**src/rtl/stack_controller_pkg.sv**
```systemverilog
// rtl/stack_controller_pkg.sv - shared op codes and FSM state encodings for the operand stack
package stack_controller_pkg;

  // Request op codes, decoded identically by the CPU control FSM
  typedef enum logic [1:0] {
    STK_OP_DUP  = 2'b00,
    STK_OP_PUSH = 2'b01,
    STK_OP_POP  = 2'b10,
    STK_OP_POP2 = 2'b11
  } stk_op_e;

  // Sequencer states
  typedef enum logic [1:0] {
    STK_ST_IDLE   = 2'd0,
    STK_ST_CAP_B  = 2'd1,
    STK_ST_REFILL = 2'd2
  } stk_state_e;

endpackage

```
**src/rtl/stack_controller_if.sv**
```systemverilog
// rtl/stack_controller_if.sv - request/response handshake between control FSM and stack
interface stack_controller_if #(
  parameter int DATA_W = 8
);
  import stack_controller_pkg::*;

  logic              req_valid;
  stk_op_e           req_op;
  logic [DATA_W-1:0] req_data;
  logic              req_ready;
  logic              rsp_valid;
  logic              rsp_err;
  logic [DATA_W-1:0] rsp_a;
  logic [DATA_W-1:0] rsp_b;

  // CPU control side
  modport master (
    output req_valid, req_op, req_data,
    input  req_ready, rsp_valid, rsp_err, rsp_a, rsp_b
  );

  // Stack controller side
  modport slave (
    input  req_valid, req_op, req_data,
    output req_ready, rsp_valid, rsp_err, rsp_a, rsp_b
  );

endinterface

```
**src/rtl/stack_controller.sv**
```systemverilog
// rtl/stack_controller.sv - operand stack sequencer, TOS register plus external RAM (optional DUP via STACK_DUP_EN)
module stack_controller
  import stack_controller_pkg::*;
#(
  parameter int  DATA_W = 8,
  parameter int  DEPTH  = 16,
  localparam int AW     = $clog2(DEPTH)
) (
  input  logic              clk_i,
  input  logic              rst_ni,
  stack_controller_if.slave bus,
  input  logic              err_clr_i,
  output logic [AW:0]       count_o,
  output logic              full_o,
  output logic              empty_o,
  output logic              err_ovf_o,
  output logic              err_unf_o,
  output logic [AW-1:0]     mem_addr_o,
  output logic [DATA_W-1:0] mem_wdata_o,
  output logic              mem_we_o,
  output logic              mem_re_o,
  input  logic [DATA_W-1:0] mem_rdata_i
);

  localparam logic [AW:0]   SP_ONE   = (AW+1)'(1);
  localparam logic [AW:0]   SP_TWO   = (AW+1)'(2);
  localparam logic [AW:0]   CAPACITY = (AW+1)'(DEPTH + 1);
  localparam logic [AW-1:0] ADDR_ONE = AW'(1);
  localparam logic [AW-1:0] ADDR_TWO = AW'(2);

  stk_state_e        state_q, state_d;
  logic [AW:0]       sp_q, sp_d;
  logic [DATA_W-1:0] tos_q, tos_d;
  logic              tos_valid_q, tos_valid_d;
  logic [DATA_W-1:0] rsp_a_q, rsp_a_d;
  logic [DATA_W-1:0] rsp_b_q, rsp_b_d;
  logic              rsp_valid_q, rsp_valid_d;
  logic              rsp_err_q, rsp_err_d;
  logic              err_ovf_q, err_ovf_d;
  logic              err_unf_q, err_unf_d;

  logic              ovf_set, unf_set;
  logic              req_ready;
  logic [AW:0]       count;
  logic              full, empty;

  // A valid TOS implies every RAM entry below it is live, so count >= 1 <=> tos_valid
  assign count   = sp_q + (AW+1)'(tos_valid_q);
  assign full    = (count == CAPACITY);
  assign empty   = (count == '0);

  assign count_o   = count;
  assign full_o    = full;
  assign empty_o   = empty;
  assign err_ovf_o = err_ovf_q;
  assign err_unf_o = err_unf_q;

  assign bus.req_ready = req_ready;
  assign bus.rsp_valid = rsp_valid_q;
  assign bus.rsp_err   = rsp_err_q;
  assign bus.rsp_a     = rsp_a_q;
  assign bus.rsp_b     = rsp_b_q;

  // Next-state, datapath updates and combinational RAM strobes
  always_comb begin
    state_d     = state_q;
    sp_d        = sp_q;
    tos_d       = tos_q;
    tos_valid_d = tos_valid_q;
    rsp_a_d     = rsp_a_q;
    rsp_b_d     = rsp_b_q;
    rsp_valid_d = 1'b0;
    rsp_err_d   = 1'b0;
    ovf_set     = 1'b0;
    unf_set     = 1'b0;
    req_ready   = 1'b0;
    mem_addr_o  = '0;
    mem_wdata_o = '0;
    mem_we_o    = 1'b0;
    mem_re_o    = 1'b0;

    case (state_q)
      STK_ST_IDLE: begin
        // Held low while reset is asserted so nothing is accepted during reset
        req_ready = rst_ni;
        if (bus.req_valid && req_ready) begin
          rsp_valid_d = 1'b1;
          case (bus.req_op)
            STK_OP_PUSH: begin
              if (full) begin
                rsp_err_d = 1'b1;
                ovf_set   = 1'b1;
              end else begin
                if (tos_valid_q) begin
                  mem_we_o    = 1'b1;
                  mem_addr_o  = sp_q[AW-1:0];
                  mem_wdata_o = tos_q;
                  sp_d        = sp_q + SP_ONE;
                end
                tos_d       = bus.req_data;
                tos_valid_d = 1'b1;
              end
            end
            STK_OP_POP: begin
              if (!tos_valid_q) begin
                rsp_err_d = 1'b1;
                unf_set   = 1'b1;
              end else begin
                rsp_a_d = tos_q;
                if (sp_q != '0) begin
                  mem_re_o   = 1'b1;
                  mem_addr_o = sp_q[AW-1:0] - ADDR_ONE;
                  state_d    = STK_ST_REFILL;
                end else begin
                  tos_valid_d = 1'b0;
                end
              end
            end
            STK_OP_POP2: begin
              if (count < SP_TWO) begin
                rsp_err_d = 1'b1;
                unf_set   = 1'b1;
              end else begin
                // Response is deferred until the second operand is captured
                rsp_valid_d = 1'b0;
                mem_re_o    = 1'b1;
                mem_addr_o  = sp_q[AW-1:0] - ADDR_ONE;
                state_d     = STK_ST_CAP_B;
              end
            end
            STK_OP_DUP: begin
`ifdef STACK_DUP_EN
              if (!tos_valid_q) begin
                rsp_err_d = 1'b1;
                unf_set   = 1'b1;
              end else if (full) begin
                rsp_err_d = 1'b1;
                ovf_set   = 1'b1;
              end else begin
                mem_we_o    = 1'b1;
                mem_addr_o  = sp_q[AW-1:0];
                mem_wdata_o = tos_q;
                sp_d        = sp_q + SP_ONE;
              end
`else
              rsp_err_d = 1'b1;
`endif
            end
            default: rsp_err_d = 1'b1;
          endcase
        end
      end

      STK_ST_CAP_B: begin
        rsp_a_d     = tos_q;
        rsp_b_d     = mem_rdata_i;
        rsp_valid_d = 1'b1;
        sp_d        = sp_q - SP_ONE;
        if (sp_q >= SP_TWO) begin
          mem_re_o   = 1'b1;
          mem_addr_o = sp_q[AW-1:0] - ADDR_TWO;
          state_d    = STK_ST_REFILL;
        end else begin
          tos_valid_d = 1'b0;
          state_d     = STK_ST_IDLE;
        end
      end

      STK_ST_REFILL: begin
        tos_d   = mem_rdata_i;
        sp_d    = sp_q - SP_ONE;
        state_d = STK_ST_IDLE;
      end

      default: state_d = STK_ST_IDLE;
    endcase

    // A new error in the same cycle as a clear leaves the flag set
    err_ovf_d = ovf_set | (err_ovf_q & ~err_clr_i);
    err_unf_d = unf_set | (err_unf_q & ~err_clr_i);
  end

  // State and datapath registers; reset also abandons any RAM read in flight
  always_ff @(posedge clk_i or negedge rst_ni) begin
    if (!rst_ni) begin
      state_q     <= STK_ST_IDLE;
      sp_q        <= '0;
      tos_q       <= '0;
      tos_valid_q <= 1'b0;
      rsp_a_q     <= '0;
      rsp_b_q     <= '0;
      rsp_valid_q <= 1'b0;
      rsp_err_q   <= 1'b0;
      err_ovf_q   <= 1'b0;
      err_unf_q   <= 1'b0;
    end else begin
      state_q     <= state_d;
      sp_q        <= sp_d;
      tos_q       <= tos_d;
      tos_valid_q <= tos_valid_d;
      rsp_a_q     <= rsp_a_d;
      rsp_b_q     <= rsp_b_d;
      rsp_valid_q <= rsp_valid_d;
      rsp_err_q   <= rsp_err_d;
      err_ovf_q   <= err_ovf_d;
      err_unf_q   <= err_unf_d;
    end
  end

endmodule

```
**src/flat_wrapper.sv**
```systemverilog
// flat-port wrapper written by rule: the top's interface ports become plain ports
module stack_controller_flat import stack_controller_pkg::*;
#(
  parameter int  DATA_W = 8,
  parameter int  DEPTH  = 16,
  localparam int AW     = $clog2(DEPTH)
)
  (clk_i, rst_ni, err_clr_i, count_o, full_o, empty_o, err_ovf_o, err_unf_o, mem_addr_o, mem_wdata_o, mem_we_o, mem_re_o, mem_rdata_i, bus_req_valid, bus_req_op, bus_req_data, bus_req_ready, bus_rsp_valid, bus_rsp_err, bus_rsp_a, bus_rsp_b);
  stack_controller_if #(.DATA_W(DATA_W)) bus_i ();
  input  logic clk_i;
  input  logic rst_ni;
  input  logic err_clr_i;
  output logic [AW:0] count_o;
  output logic full_o;
  output logic empty_o;
  output logic err_ovf_o;
  output logic err_unf_o;
  output logic [AW-1:0] mem_addr_o;
  output logic [DATA_W-1:0] mem_wdata_o;
  output logic mem_we_o;
  output logic mem_re_o;
  input  logic [DATA_W-1:0] mem_rdata_i;
  input wire logic [$bits(bus_i.req_valid)-1:0] bus_req_valid;
  input wire logic [$bits(bus_i.req_op)-1:0] bus_req_op;
  input wire logic [$bits(bus_i.req_data)-1:0] bus_req_data;
  output wire logic [$bits(bus_i.req_ready)-1:0] bus_req_ready;
  output wire logic [$bits(bus_i.rsp_valid)-1:0] bus_rsp_valid;
  output wire logic [$bits(bus_i.rsp_err)-1:0] bus_rsp_err;
  output wire logic [$bits(bus_i.rsp_a)-1:0] bus_rsp_a;
  output wire logic [$bits(bus_i.rsp_b)-1:0] bus_rsp_b;
  assign bus_i.req_valid = bus_req_valid;
  assign bus_i.req_op = bus_req_op;
  assign bus_i.req_data = bus_req_data;
  assign bus_req_ready = bus_i.req_ready;
  assign bus_rsp_valid = bus_i.rsp_valid;
  assign bus_rsp_err = bus_i.rsp_err;
  assign bus_rsp_a = bus_i.rsp_a;
  assign bus_rsp_b = bus_i.rsp_b;
  stack_controller #(.DATA_W(DATA_W), .DEPTH(DEPTH)) u_core (.clk_i(clk_i), .rst_ni(rst_ni), .bus(bus_i), .err_clr_i(err_clr_i), .count_o(count_o), .full_o(full_o), .empty_o(empty_o), .err_ovf_o(err_ovf_o), .err_unf_o(err_unf_o), .mem_addr_o(mem_addr_o), .mem_wdata_o(mem_wdata_o), .mem_we_o(mem_we_o), .mem_re_o(mem_re_o), .mem_rdata_i(mem_rdata_i));
endmodule
```
**config.mk**
```make
export PLATFORM = sky130hd
export DESIGN_NAME = stack_controller_flat
export DESIGN_NICKNAME = d
export VERILOG_FILES = /design/src/rtl/stack_controller_pkg.sv /design/src/rtl/stack_controller_if.sv /design/src/rtl/stack_controller.sv /design/src/flat_wrapper.sv
export SDC_FILE = /design/constraint.sdc
export NUM_CORES = 1
export LEC_CHECK = 0
export CAP_MARGIN = 20
export CORE_UTILIZATION = 53
export CTS_CLUSTER_SIZE = 10
export DETAILED_ROUTE_END_ITERATION = 10
export HOLD_SLACK_MARGIN = 0.06
export PLACE_DENSITY = 0.86
export SLEW_MARGIN = 5
export SYNTH_ARGS = -nofsm -noshare
export SYNTH_HDL_FRONTEND = slang
export SYNTH_SLANG_ARGS = --single-unit
```
**constraint.sdc**
```tcl
create_clock -name clk_i -period 7.5 [get_ports clk_i]
set_input_delay 0.75 -clock clk_i [delete_from_list [all_inputs] [get_ports clk_i]]
set_output_delay 0.75 -clock clk_i [all_outputs]
set_load 0.02 [all_outputs]
```
# Word-level counts from Yosys, hierarchy flattened
# Cells that the tools add are included.
[totals]
in_bits = 22
word_cells = 121
output_inout_bits = 42
reg_bits = 36
[op_classes]
reduce_logical = 14
bitwise = 5
magnitude_cmp = 2
mux = 67
eq_ne = 18
n_addsub = 5
[op_table]
columns = ["op", "count"]
rows = [
  ["8-bit 2-to-1 mux", 11],
  ["8-bit one-hot mux with 2 select lines", 2],
  ["4-bit 2-to-1 mux", 7],
  ["1-bit 2-to-1 mux", 26],
  ["5-bit 2-to-1 mux", 4],
  ["5-bit AND reduction", 3],
  ["3-bit != test, second input constant", 4],
  ["1-bit one-hot mux with 2 select lines", 6],
  ["4-bit one-hot mux with 3 select lines", 1],
  ["2-bit 2-to-1 mux", 5],
  ["5-bit one-hot mux with 2 select lines", 1],
  ["2-bit != test, second input constant", 4],
  ["2-bit one-hot mux with 2 select lines", 2],
  ["4-bit one-hot mux with 2 select lines", 1],
  ["4-bit AND reduction", 2],
  ["2-bit equality test, second input constant", 3],
  ["3-bit by 2-bit != test with 1-bit output, second input constant", 2],
  ["2-bit nonzero test", 3],
  ["5-bit by 1-bit adder with 5-bit output", 1],
  ["5-bit by 1-bit adder with 5-bit output, second input constant", 1],
  ["5-bit equality test, second input constant", 1],
  ["5-bit by 2-bit >= comparator with 1-bit output, second input constant", 1],
  ["5-bit zero test", 1],
  ["5-bit by 2-bit less-than comparator with 1-bit output, second input constant", 1],
  ["13 further kinds", 18],
]

# Longest topological paths before layout
# Gate-level depths: netlist of the first run.
[depth]
ltp_word = 7
ltp_mapped = 8
mapped_depth_nobuf = 8

# Worst setup path before layout of the first run
# Ideal clock, no wire load.
[synth_timing]
path_type = "reg2out"
startpoint = "register u_core.sp_q[0]"
endpoint = "output mem_addr_o[3]"
t_arrival_ps = 2466
required_ps = 6750
n_path_buf = 0
stages_incl_launch_ff = 8
setup_slack_ps = 4284
cell_sequence = "dfrtp_1 > ha_1 > ha_1 > xor2_2 > nor4_4 > a2111oi_1 > nor2_1 > a22oi_1"
[synth_via]
elab_chain_len = 6
word_cells_on_any_way = 15
classes_between = "3 x add/sub; 2 x order compare; 1 x eq/ne; 8 x mux; 1 x reduce/logical"
[synth_rtl]
columns = ["item", "line", "source"]
rows = [
  ["start: declaration", "stack_controller.sv:32", "logic [AW:0] sp_q, sp_d;"],
  ["start signal: assignment", "stack_controller.sv:198", "sp_q <= sp_d;"],
  ["5-bit by 1-bit adder with 5-bit output (*)", "stack_controller.sv:48", "assign count = sp_q + (AW+1)'(tos_valid_q);"],
  ["via count_o[2]", "flat_wrapper.sv:13", "output logic [AW:0] count_o;"],
  ["5-bit by 2-bit less-than comparator with 1-bit output or 5-bit equality test (tied branches)", "stack_controller.sv:120, stack_controller.sv:49", ""],
  ["4-bit 2-to-1 mux, on equally long branches", "stack_controller.sv:120, stack_controller.sv:90", ""],
  ["4-bit one-hot mux with 3 select lines (*)", "stack_controller.sv:88", "case (bus.req_op)"],
  ["4-bit 2-to-1 mux (*)", "stack_controller.sv:86", "if (bus.req_valid && req_ready) begin"],
  ["4-bit one-hot mux with 2 select lines (*)", "stack_controller.sv:82", "case (state_q)"],
  ["end: declaration", "flat_wrapper.sv:18", "output logic [AW-1:0] mem_addr_o;"],
]
# Mark *: on every way through the listed nets, which the timed path passes. The rest lies on a longest branch.

# Worst setup path in the final report of the first run
[layout_timing]
startpoint = "register u_core.sp_q[0]"
endpoint = "output mem_addr_o[2]"
[layout_via]
elab_chain_len = 6
word_cells_on_any_way = 15
classes_between = "3 x add/sub; 2 x order compare; 1 x eq/ne; 8 x mux; 1 x reduce/logical"
[layout_rtl]
columns = ["item", "line", "source"]
rows = [
  ["5-bit by 1-bit adder with 5-bit output, or another cell as far along", "stack_controller.sv:48", ""],
  ["5-bit by 2-bit less-than comparator with 1-bit output, or another cell as far along", "stack_controller.sv:120", "if (count < SP_TWO) begin"],
  ["4-bit 2-to-1 mux, on equally long branches", "stack_controller.sv:120, stack_controller.sv:90, stack_controller.sv:105", ""],
  ["4-bit one-hot mux with 3 select lines", "stack_controller.sv:88", ""],
  ["4-bit 2-to-1 mux", "stack_controller.sv:86", ""],
  ["4-bit one-hot mux with 2 select lines (*)", "stack_controller.sv:82", ""],
]
# Every way passes the cells marked *; elsewhere a longest branch is shown, timed or not.

==> results of run 1 <==
-- cell usage after synthesis (3+ instances only) --
cell type / instances
nand2_1: 14
o22ai_1: 3
dfrtp_1: 36
ha_1: 19
mux2_2: 24
and2_1: 9
a21o_1: 3
a211oi_1: 3
a21oi_1: 9
o221ai_1: 3
nand3_1: 4
nor2_1: 9
o21ai_0: 6
mux2_4: 8
xnor2_1: 3
inv_1: 16
-- path summary, 6_finish.rpt --
check / from / endpoint / slack (ps) / cells past startpoint
setup reg to reg: u_core.sp_q[0] / u_core.tos_q[5] / 4630 / 7
max in group asynchronous: rst_ni / u_core.tos_q[2] / 6600 / 2
min in group asynchronous: rst_ni / u_core.state_q[1] / 530 / 2
hold reg to reg: u_core.bus.rsp_a[6] / u_core.bus.rsp_a[6] / 510 / 1
hold / removal: u_core.bus.rsp_a[6] / u_core.bus.rsp_a[6] / 510 / 1
setup / recovery: u_core.sp_q[0] / mem_addr_o[2] / 3080 / 9
-- sequential cells by signal, indices dropped and copies added, names as in the netlist --
register	count
u_core.bus.rsp_a	8
u_core.bus.rsp_b	8
u_core.tos_q	8
u_core.sp_q	5
u_core.state_q	2
u_core.bus.rsp_err	1
u_core.bus.rsp_valid	1
u_core.err_ovf_o	1
u_core.err_unf_o	1
u_core.tos_valid_q	1
-- kinds of logic (layout without fill, tap and decap cells) --
group                      after synthesis  in the layout  share of synthesized area (%)
adders and majority gates               20             20                           10.7
AOI/OAI and AO/OA                       46             46                           14.3
xor gates and xnor gates                 5              5                           2.44
buffers and inverters                   22             88                           3.47
DFF                                     36             36                           37.3
and+or+nand+nor                         58             58                           14.3
muxes                                   35             35                           17.5
-- area by class of cell --
type                            instances  share of cell area, %
Multi-Input combinational cell        164                   45.1
Timing Repair Buffer                   64                   20.0
Sequential cell                        36                   28.4
Tap cell                               52                   2.05
Clock inverter                          1                  0.158
Inverter                               17                   2.01
Clock buffer                            6                   2.29
-- per-stage QoR --
step	util (%)	hold slack, ps
detailed placement	71.0	492
global route	72.8	512
finish	72.8	506
floorplan	-	454
CTS	72.8	508
global placement	71.0	487
-- routing by layer --
metal	up-vias	global-route usage, %	share of wire (%)
li1	943	-	-
met1	962	34.5	44
met2	82	44.2	50
met3	5	5.67	5.6
met4	0	7.71	0.75
met5	-	0	0
-- power groups by stage --
stage	Clock [mW]	Combinational, mW	Sequential (mW)
floorplan	0	0.596	0.410
global placement	0	0.931	0.367
detailed placement	0	0.958	0.374
CTS	0.132	0.965	0.371
global route	0.142	1.04	0.385
finish	0.129	0.963	0.372
==> results.md, run 1 <==
* Yosys top cell by area: dfrtp_1
* Overall Power at 1.46 mW
* Layout cells sized above 1 at 17.4%
* Fin. Hold Viols at 0
* Top_reg_cell synth: dfrtp_1
* Setup Buffers After CTS at 0
* DRT antenna net count at 0
* Endpoints failing setup at 0
* Resized cells post-CTS at 0
* Nets at 330
* Ys Warns at 0
* Die area at 4830 sq um
* Crit path top cell by count: ha_1
* Maximum clock rate at 226 MHz
* CP top delay family: compound AO/OA/AOI/OAI gates
* Status: completed
* Total I/O pin count at 64
* Setup slack after layout at 3080 ps
* Tot GR Track Use at 26.5%
* Final Wtd Congestion at 0.941
* WL final at 5870 um
* Worst setup SP type: flip-flop
* Crit-path max FO at 9
* Sw Share at 44.3%
* Placed Area at 3090 sq um
* Yosys cell types at 59
* Total grt overflow at 0
* Min-delay worst type: reg -> reg
* Largest net degree at the start of global routing at 45
* Most frequent cells in the layout: clkdlybuf4s50_1 (62), dfrtp_1 (36), mux2_2 (24)
* CP max stage delay at 780 ps
* Synth area leaders: dfrtp_1 (37%), mux2_2 (11%), ha_1 (9.8%)
* Cell Chain, Critical Path: ha_1 -> ha_1 -> nand3_1 -> xnor2_2 -> inv_2 -> a2111oi_1 -> o31ai_1 -> o221ai_1 -> clkdlybuf4s50_1
* Post-layout minimum cycle time at 4420 ps
* Initial DRC count at 157
* Die Y-Extent at 69.5 um
* Mapped Cells at 222
* Skew-Pair Late Insertion Delay at 280 ps
* Ys async rst share at 100%
* Pre-Repair DR Iteration Count at 4
* DR vias at 1992
* CP Buf/Inv Count at 2
* CTS Buf Count at 5
* Cts hold-fix bufs at 0
* Reg power frac at 25.4%
* Initial Util at 55.4%
* Worst vdd ir at 0.231 mV
* CTS clk-pin slew, worst paths at 70 ps
* Post-route cell area at 3170 sq um
* Synth Area per Inst at 10.9 sq um
* WP data arrival at 3670 ps
* Synthesis-stage register bit count at 36
* Row cnt at 24
* Via density per instance at 5.86
* DR WL/cell at 17.3 um
* Post-synth top area share at 37.3%
* LEAKAGE at 1.38 nW
* Core area at 4350 sq um
* Syn Nets at 264
* Part of the cycle the worst path needs at 58.9%
* Slew headroom at 37.6%
* Clock share of power at 8.8%
* Die width at 69.5 um
* Register area at 901 sq um
* Area of the multi-input gates at 1430 sq um
* Pre-CTS WS at 3360 ps
* I/O Buffers at 63
* Post-Synthesis Cell Area at 2410 sq um
* Max Clock Skew at 5.06 ps
* Placed Cells at 333
* Layout area overhead at 31.3%
* Post-synthesis sequential area ratio at 37.3%
* Setup TNS at 0 ps
* Most common cell after layout, fill and taps aside: clkdlybuf4s50_1
* Post-route insts no fill at 340
* RSZ-0062 raised after global routing: no
* Setup crit end kind: primary output
* Int Pwr at 815 uW
* WP data required at 6750 ps
* Count of pins over their slew limit at 0
* EDFF count, synth at 0
* Max-cap violations at 0
* Power per cell area at 462 nW/um^2
* First-pass GRT wire length at 10000 um
* Crit Path Class: reg -> out
* FILL cells at 326
* H-tree depth at 2
* Diode count at 0
* CP max-delay cell: a2111oi_1
* Net Sw Power at 648 uW
* CTS root buffer: clkbuf_8
* CTS Sinks at 36
* CTS tree: yes
* Comb power frac at 65.8%
* Hpwl dp at 4310 um
* Clock Path Buffers at 2
* Worst-Margin Slew at 936 ps
* Initial antenna violation count at 0
* Vias in the first global route at 2028
* DRC errors left at 0
Note: power is estimated with default switching activity, not from simulation.
==> run 2, diff against run 1 <==
- CORE_UTILIZATION: 53 -> 49
- PLACE_DENSITY: 0.86 -> 0.81
- clock period: 7.5 -> 4.65 ns (I/O delays scaled with it)
==> run 2 against run 1 <==
Non-clock buffer count increased by 1. Clock power increased by 130%. Cell count increased by 5.0%. Global-route usage decreased by 2.3 points. Total power increased by 68%. Die area increased by 7.9%.
==> results.md, run 2 (synthesis gave the netlist of run 1 again) <==
* Status: completed
* WL final at 5970 um (+1.6%)
* Worst r2r src: u_core.state_q[0]
* Diode count at 0 (unchanged)
* Die width at 72.2 um (+3.9%)
* DRC errors left at 0 (unchanged)
* Via density per instance at 5.62 (-4.0%)
* Power per cell area at 756 nW/um^2 (+64%)
* Post-layout minimum cycle time at 4150 ps
* Largest net degree at the start of global routing at 36 (-20%)
* Endpoints failing setup at 0 (unchanged)
* Crit path top cell by count: ha_1
* Worst vdd ir at 0.537 mV (+130%)
* Max Clock Skew at 8.76 ps (+3.71 ps)
* Core area at 4720 sq um (+8.5%)
* Util after Layout at 68.7% (-4.0 points)
* R2r setup slk at 1750 ps (-2880 ps)
* DRT antenna net count at 0 (unchanged)
* H-tree depth at 2 (unchanged)
* I/O Buffers at 63 (unchanged)
* CP max stage delay at 780 ps (about the same)
* Fin. Hold Viols at 0 (unchanged)
* Crit Path Class: reg -> out
* Initial DRC count at 89 (-43%)
* Pre-Repair DR Iteration Count at 4 (unchanged)
* Max-cap violations at 0 (unchanged)
* CTS tree: yes
* Reg2Reg Depth at 8 (+1)
* Skew-Pair Late Insertion Delay at 290 ps (about the same)
* Slew headroom at 35.1% (-2.5 points)
* Nets at 331 (+0.30%)
* Tot GR Track Use at 24.2% (-2.3 points)
* CP max-delay cell: a2111oi_1
* Final Wtd Congestion at 0.899 (-4.4%)
* Min-delay worst type: reg -> reg
* Hpwl dp at 4500 um (+4.4%)
* Vias in the first global route at 1951 (-3.8%)
* Total I/O pin count at 64 (unchanged)
* Cell Chain, Critical Path: ha_1 -> ha_1 -> nand3_1 -> xnor2_2 -> inv_2 -> a2111oi_1 -> o31ai_1 -> o221ai_1 -> clkdlybuf4s50_1
* Setup TNS at 0 ps (unchanged)
* CP top delay family: compound AO/OA/AOI/OAI gates
* DR WL/cell at 16.7 um (-3.3%)
* Layout area overhead at 34.5%
* Most frequent cells in the layout: clkdlybuf4s50_1 (62), dfrtp_1 (36), mux2_2 (24)
* Count of pins over their slew limit at 0 (unchanged)
* CP Buf/Inv Count at 2 (unchanged)
* Initial antenna violation count at 0 (unchanged)
* Levels on crit path at 9 (unchanged)
* Total grt overflow at 0 (unchanged)
* Setup crit end: mem_addr_o[2]
* Maximum clock rate at 241 MHz
* LEAKAGE at 1.41 nW (+2.0%)
* Die Y-Extent at 72.2 um (+3.9%)
* Setup crit end kind: primary output
* Worst R2R End: u_core.sp_q[4]
* CP startpoint: u_core.sp_q[0]
* Die area at 5210 sq um (+7.9%)
* CTS root buffer: clkbuf_8
* Worst setup SP type: flip-flop
* Layout cells sized above 1 at 17.9% (+0.57 points)
* Fin Hold WS at 510 ps (+4.10 ps)
* Most common cell after layout, fill and taps aside: clkdlybuf4s50_1
* Part of the cycle the worst path needs at 89.3%
* RSZ-0062 raised after global routing: no
* CTS Sinks at 36 (unchanged)
* WP data arrival at 3690 ps (+20 ps)
* Initial Util at 51.1% (-4.3 points)
* Worst-Margin Slew at 974 ps (+37.4 ps)
* Clock Path Buffers at 2 (unchanged)
* CTS Buf Count at 5 (unchanged)
* Row cnt at 25 (+4.2%)
* DR vias at 2008 (+0.80%)
* CTS clk-pin slew, worst paths at 70 ps (about the same)
* Overall Power at 2.46 mW (+68%)
* Placed Area at 3110 sq um (+0.61%)
* First-pass GRT wire length at 9560 um (-4.7%)
* FILL cells at 360 (+10%)
* WP data required at 4180 ps (-2570 ps)
* Post-route cell area at 3250 sq um (+2.4%)
* Crit-path max FO at 9 (unchanged)
-- run 2: cell types whose count changed in the layout (fill, tap and decap cells not counted), sizes merged --
cell,previous run,this run
clkinv,1,0
bufinv,0,1
dlygate4sd3,0,1
clkbuf,6,7
-- run 2: cell type report --
| type | count | area [sq um] | share of cell area (%) |
|---|---|---|---|
| repair buffers | 65 | 643 | 19.8 |
| clock buffers | 7 | 96.3 | 2.97 |
| clock inverters | 1 | 30.0 | 0.925 |
| well taps | 67 | 83.8 | 2.58 |
| flip-flops and latches | 36 | 901 | 27.7 |
| multi-input cells | 164 | 1430 | 44.0 |
| inverters | 17 | 63.8 | 1.97 |
-- run 2: worst reg2reg max path, stage by stage (launching register included) --
cell and delay (ps):
dfrtp_1 380, inv_1 90, ha_1 460, fa_1 460, and3_1 220, or4_1 520, a211oi_1 250, nor3_1 80
nor4b_1 330
-- run 2: metrics by stage --
step | std cells | worst slack, ps
final | 357 | 496
after global routing | 357 | 210
after CTS | 357 | 552
after detailed placement | 348 | 880
after global placement | 348 | 1020
after floorplan | 222 | 1720
-- run 2: timing repair --
action                     CTS  global route
hold buffers                 1             0
setup endpoints to repair    0             0
buffers inserted             0             0
resized for setup            0             0
hold endpoints to repair     2             0
-- run 2: metal layers --
layer / global-route usage, % / vias to the layer above / part of all wire (%)
met3: 4.17 / 8 / 6.6
met2: 39.6 / 72 / 49
met5: 0 / - / 0
li1: - / 941 / -
met4: 9.15 / 0 / 1.6
met1: 32.1 / 987 / 42
-- run 2: worst min-delay path by stage --
stage                                   start             endpoint  slack, ps  cells past startpoint
after floorplan                        rst_ni  u_core.bus.rsp_a[0]        170                      0
after global placement                 rst_ni       u_core.sp_q[4]        330                      1
after detailed placement               rst_ni   u_core.tos_valid_q        330                      1
after CTS                 u_core.bus.rsp_b[0]  u_core.bus.rsp_b[0]        510                      1
after global routing      u_core.bus.rsp_b[0]  u_core.bus.rsp_b[0]        530                      1
final                     u_core.bus.rsp_b[0]  u_core.bus.rsp_b[0]        510                      1
-- run 2: power breakdown --
| group | internal, mW | switching (mW) | leakage, nW | total (mW) |
|---|---|---|---|---|
| registers | 0.467 | 0.134 | 0.432 | 0.601 |
| clock network | 0.189 | 0.114 | 0.0645 | 0.303 |
| logic | 0.744 | 0.808 | 0.913 | 1.55 |
